--- src/rtl/bfp16_pkg.sv ---
// Shared BF16 types and constants for the dot-product sequencer.
// Provides bf16_t, BF16_ZERO/BF16_ONE and the dot_state_t FSM encoding.
`timescale 1ns/1ps
package bfp16_pkg;

  typedef logic [15:0] bf16_t;

  localparam bf16_t BF16_ZERO = 16'h0000;
  localparam bf16_t BF16_ONE  = 16'h3F80;

  typedef enum logic [1:0] {
    IDLE,
    ISSUE,
    WAIT,
    DONE
  } dot_state_t;

endpackage

--- src/rtl/bfp16_dot_seq.sv ---
// BF16 dot-product sequencer: O = bias + sum W[k]*I[k], driving an external MAC.
// Ports: start/len/bias job request, op_* operand stream (valid/ready),
//        mac_w/mac_i/mac_p registered MAC operands, mac_o MAC result,
//        res_* final result (valid/ready), busy = not IDLE.
`timescale 1ns/1ps
module bfp16_dot_seq
  import bfp16_pkg::*;
#(
  parameter int DATA_TYPE = 16,
  parameter int LEN_W     = 8,
  parameter int MAC_LAT   = 1
) (
  input  logic                 clk,
  input  logic                 rst,
  input  logic                 start,
  input  logic [LEN_W-1:0]     len,
  input  logic [DATA_TYPE-1:0] bias,
  output logic                 busy,
  input  logic                 op_valid,
  output logic                 op_ready,
  input  logic [DATA_TYPE-1:0] op_w,
  input  logic [DATA_TYPE-1:0] op_i,
  output logic [DATA_TYPE-1:0] mac_w,
  output logic [DATA_TYPE-1:0] mac_i,
  output logic [DATA_TYPE-1:0] mac_p,
  input  logic [DATA_TYPE-1:0] mac_o,
  output logic                 res_valid,
  input  logic                 res_ready,
  output logic [DATA_TYPE-1:0] res_data
);

  localparam int WCNT_W = (MAC_LAT < 1) ? 1 : $clog2(MAC_LAT + 1);

  dot_state_t           state, state_n;
  logic [DATA_TYPE-1:0] acc, acc_n;
  logic [LEN_W-1:0]     cnt, cnt_n;
  logic [WCNT_W-1:0]    wcnt, wcnt_n;
  logic [DATA_TYPE-1:0] mw_n, mi_n, mp_n;

  always_ff @(posedge clk or posedge rst) begin
    if (rst) begin
      state <= IDLE;
      acc   <= '0;
      cnt   <= '0;
      wcnt  <= '0;
      mac_w <= '0;
      mac_i <= '0;
      mac_p <= '0;
    end else begin
      state <= state_n;
      acc   <= acc_n;
      cnt   <= cnt_n;
      wcnt  <= wcnt_n;
      mac_w <= mw_n;
      mac_i <= mi_n;
      mac_p <= mp_n;
    end
  end

  always_comb begin
    state_n  = state;
    acc_n    = acc;
    cnt_n    = cnt;
    wcnt_n   = wcnt;
    mw_n     = mac_w;
    mi_n     = mac_i;
    mp_n     = mac_p;
    op_ready = 1'b0;
    unique case (state)
      IDLE: begin
        if (start) begin
          acc_n   = bias;
          cnt_n   = len;
          state_n = (len == '0) ? DONE : ISSUE;
        end
      end
      ISSUE: begin
        op_ready = 1'b1;
        if (op_valid) begin
          mw_n    = op_w;
          mi_n    = op_i;
          mp_n    = acc;
          wcnt_n  = WCNT_W'(MAC_LAT);
          state_n = WAIT;
        end
      end
      WAIT: begin
        // wcnt reaches zero MAC_LAT edges after the load,
        // so mac_o is taken on edge MAC_LAT+1.
        if (wcnt == '0) begin
          acc_n   = mac_o;
          cnt_n   = cnt - 1'b1;
          state_n = (cnt == LEN_W'(1)) ? DONE : ISSUE;
        end else begin
          wcnt_n = wcnt - 1'b1;
        end
      end
      DONE: begin
        if (res_ready) state_n = IDLE;
      end
      default: state_n = IDLE;
    endcase
  end

  assign busy      = (state != IDLE);
  assign res_valid = (state == DONE);
  assign res_data  = acc;

endmodule
--- config.mk ---
export PLATFORM = sky130hd
export DESIGN_NAME = bfp16_dot_seq
export DESIGN_NICKNAME = d
export VERILOG_FILES = /design/src/rtl/bfp16_pkg.sv /design/src/rtl/bfp16_dot_seq.sv
export SDC_FILE = /design/constraint.sdc
export NUM_CORES = 1
export LEC_CHECK = 0
export CAP_MARGIN = 20
export CORE_MARGIN = 2
export CORE_UTILIZATION = 45
export CTS_CLUSTER_DIAMETER = 40
export DETAILED_ROUTE_END_ITERATION = 10
export HOLD_SLACK_MARGIN = 0.1
export PLACE_DENSITY = 0.94
export SYNTH_ARGS = -nofsm -noshare
export SYNTH_HDL_FRONTEND = slang
export SYNTH_SLANG_ARGS = --single-unit
--- constraint.sdc ---
create_clock -name clk -period 3.7 [get_ports clk]
set_input_delay 0.74 -clock clk [delete_from_list [all_inputs] [get_ports clk]]
set_output_delay 0.74 -clock clk [all_outputs]
set_load 0.02 [all_outputs]
==> impl_results.md <==
* Cell Rows at 30
* Yosys cell types at 32
* CTS root buffer: clkbuf_8
* Cts hold-fix bufs at 0
* Leading post-synthesis cells by cell area: dfrtp_1 59%, mux2_2 17%, nand2_1 4.5%, a31oi_1 3.9%, nor2_1 3.2%
* Remaining Overflow, GRT at 0
* # setup viols final at 0
* Peak supply drop at 0.641 mV
* Avg Inst Size Synth at 11.6 sq um
* Initial DRC count at 110
* Fin crit period at 2620 ps
* Req. time, crit path at 2960 ps
* # diodes at 0
* CTS Sinks at 75
* Core area at 6830 sq um
* HP Start: mac_w[14]$_DFFE_PP0P_
* Fin. max-slew vios at 0
* Register bit total from synthesis at 75
* Pre-CTS setup slack at 1150 ps
* PD cells at 919 nW/um^2
* Worst setup EP type: output pin
* Number of buffers created by CTS at 9
* Largest net degree at the start of global routing at 40
* Initial antenna violation count at 0
* H-tree Lvls at 3
* Vias/cell at 5.20
* Startpoint Class: register
* Clk buf depth at 2
* Status: complete, no violations
* Setup TNS at 0 ps
* Yosys top cell by area: dfrtp_1
* Number of global-route vias before repair at 2786
* Top cell type's share of synthesized area at 0.586
* Final HPWL DP at 6050 microns
* Final count of hold timing violations at 0
* Nets at 498
* Post-cts resize count at 0
* DRC errors left at 0
* Max Cap Viol at 0
* Kind of critical path: register to output pin
* Initial Util at 0.469
* I/O pin count at 144
* DIE WIDTH at 88.4 microns
* DR WL/cell at 16.0 microns
* RSZ-0062 raised after global routing: no
* Flop2flop setup slack at 1440 ps
* PnR worst setup slack at 1080 ps
* Post-detailed-route count of antenna-violating nets at 0
* CTS tree: built
* Static Leak at 2.05 nW
* Cells after Synth at 277
* Critical Path AT at 1880 ps
* Period utilisation layout at 0.708
* Post-Synthesis Cell Area at 3200 sq um
* Slew HR at 0.417
* Final Skew at 9.69 ps
* Share of layout cells above drive strength 1 at 0.170
* Worst setup path startpoint: state[1]$_DFFE_PP0P_
* Pre-antenna DRT Iters at 4
* Die area at 7810 sq um
* Setup bufs post-CTS at 0
* Sequential area share after synthesis at 0.586
* Max Freq at 0.382 GHz
* Fillers at 509
* Syn Nets at 356
* Global-route wire length before repair at 13200 microns
* Total Wirelength at 8300 microns
* Total GRT Usage at 0.218
* Synth warn at 0
* Worst-path fanout max at 21
* Via count at 2703
* Die Y at 88.4 microns
* Area growth syn-to-layout at 54.6%
* Reg-to-Reg Start: state[1]$_DFFE_PP0P_
* Clock-pin transition on the worst setup and hold timing paths at 80 ps
* HP Class: register to register
* Clock insertion delay at the later pin of the skew report at 340 ps
* Actual slew at the worst max-slew pin at 875 ps
* Final GP Congestion at 0.877
* Port bufs at 143
cell families after synthesis:
| family | after synthesis | share of synthesized area |
|---|---|---|
| AOI/OAI and AO/OA | 47 | 0.0930 |
| DFF | 75 | 0.586 |
| buffers and inverters | 21 | 0.0297 |
| muxes | 48 | 0.169 |
| adders and majority gates | 2 | 0.00781 |
| and+or+nand+nor | 84 | 0.115 |
sequential cells by signal, indices dropped and copies added (netlist names):
name	cells
mac_w	16
mac_p	16
wcnt	1
res_data	16
state	2
mac_i	16
cnt	8
cell usage after synthesis (all sizes together):
| library cell | instances |
|---|---|
| dfrtp | 75 |
| mux2 | 48 |
| nand2 | 38 |
| nor2 | 27 |
| a31oi | 20 |
| a21oi | 9 |
| buf | 8 |
| clkbuf | 8 |
| o21ai | 7 |
| inv | 5 |
| nor2b | 4 |
| and2 | 3 |
| a211oi | 2 |
| a2bb2oi | 2 |
| ha | 2 |
| nand2b | 2 |
| nor3 | 2 |
| o22a | 2 |
| or4 | 2 |
| a21o | 1 |
| a32oi | 1 |
| a41oi | 1 |
| nand3 | 1 |
| nand3b | 1 |
| nand4b | 1 |
| nor4 | 1 |
| o22ai | 1 |
| o31ai | 1 |
| or2 | 1 |
| or2b | 1 |
layout make-up:
class / instances / area [sq um] / share of cell area
flip-flops and latches: 75 / 1880 / 0.379
inverters: 5 / 18.8 / 0.00379
clock buffers: 9 / 124 / 0.0250
multi-input cells: 181 / 1230 / 0.249
repair buffers: 147 / 1490 / 0.300
clock inverters: 7 / 91.3 / 0.0185
well taps: 96 / 120 / 0.0243
routing by layer:
metal	routed length, microns	track usage	up-vias
met3	670	0.0746	13
met4	110	0.0496	0
met1	3360	0.269	1314
li1	-	-	1243
met5	0	0	-
met2	4160	0.371	133
worst paths after layout:
path / endpoint / cells after the start
setup / recovery: res_valid / 2
hold / removal: mac_w[14]$_DFFE_PP0P_ / 1
setup reg to reg: res_data[5]$_DFFE_PP0P_ / 5
hold reg to reg: mac_w[14]$_DFFE_PP0P_ / 1
max in group asynchronous: mac_w[13]$_DFFE_PP0P_ / 3
min in group asynchronous: mac_w[3]$_DFFE_PP0P_ / 2
stage by stage:
stage               cell area (sq um)   util  cells  power [mW]  hold WS [ps]
floorplan                        3200      -    277        2.82           465
detailed placement               4730  0.693    504        3.89           492
global route                     4950  0.725    520        4.83           528
CTS                              4950  0.725    520        4.58           509
finish                           4950  0.725    520        4.55           506
global placement                 4730  0.693    504        3.79           485
power by group:
group / total, mW / internal, mW / switching [mW]
registers: 1.54 / 1.24 / 0.302
clock network: 0.684 / 0.378 / 0.306
logic: 2.32 / 1.18 / 1.14
worst max-delay path: stages (launching register included):
cell             delay (ps)
dfrtp_1                 710
and2_1                  220
clkdlybuf4s50_1         610
layout by cell type (no fill, tap or decap):
cell / n
a211oi_1: 2
nor2_1: 27
buf_4: 2
or4_1: 2
a21o_1: 1
a21oi_2: 1
a31oi_1: 20
and2_1: 3
or2_2: 1
clkinv_2: 3
a32oi_1: 1
a21oi_1: 8
nand3_1: 1
clkdlybuf4s50_1: 143
nand3b_1: 1
bufinv_16: 2
nand2_2: 1
ha_1: 2
a41oi_1: 1
or2b_1: 1
clkbuf_8: 9
inv_2: 1
dfrtp_1: 75
o31ai_1: 1
mux2_2: 48
nor4_1: 1
a2bb2oi_1: 2
nor3_1: 2
o22ai_1: 1
inv_6: 1
nand4b_1: 1
o21ai_0: 7
o22a_1: 2
clkinvlp_4: 1
nand2_1: 37
nor2b_1: 4
buf_12: 2
inv_1: 4
nand2b_1: 2
Power figures use the tool's default switching activity.
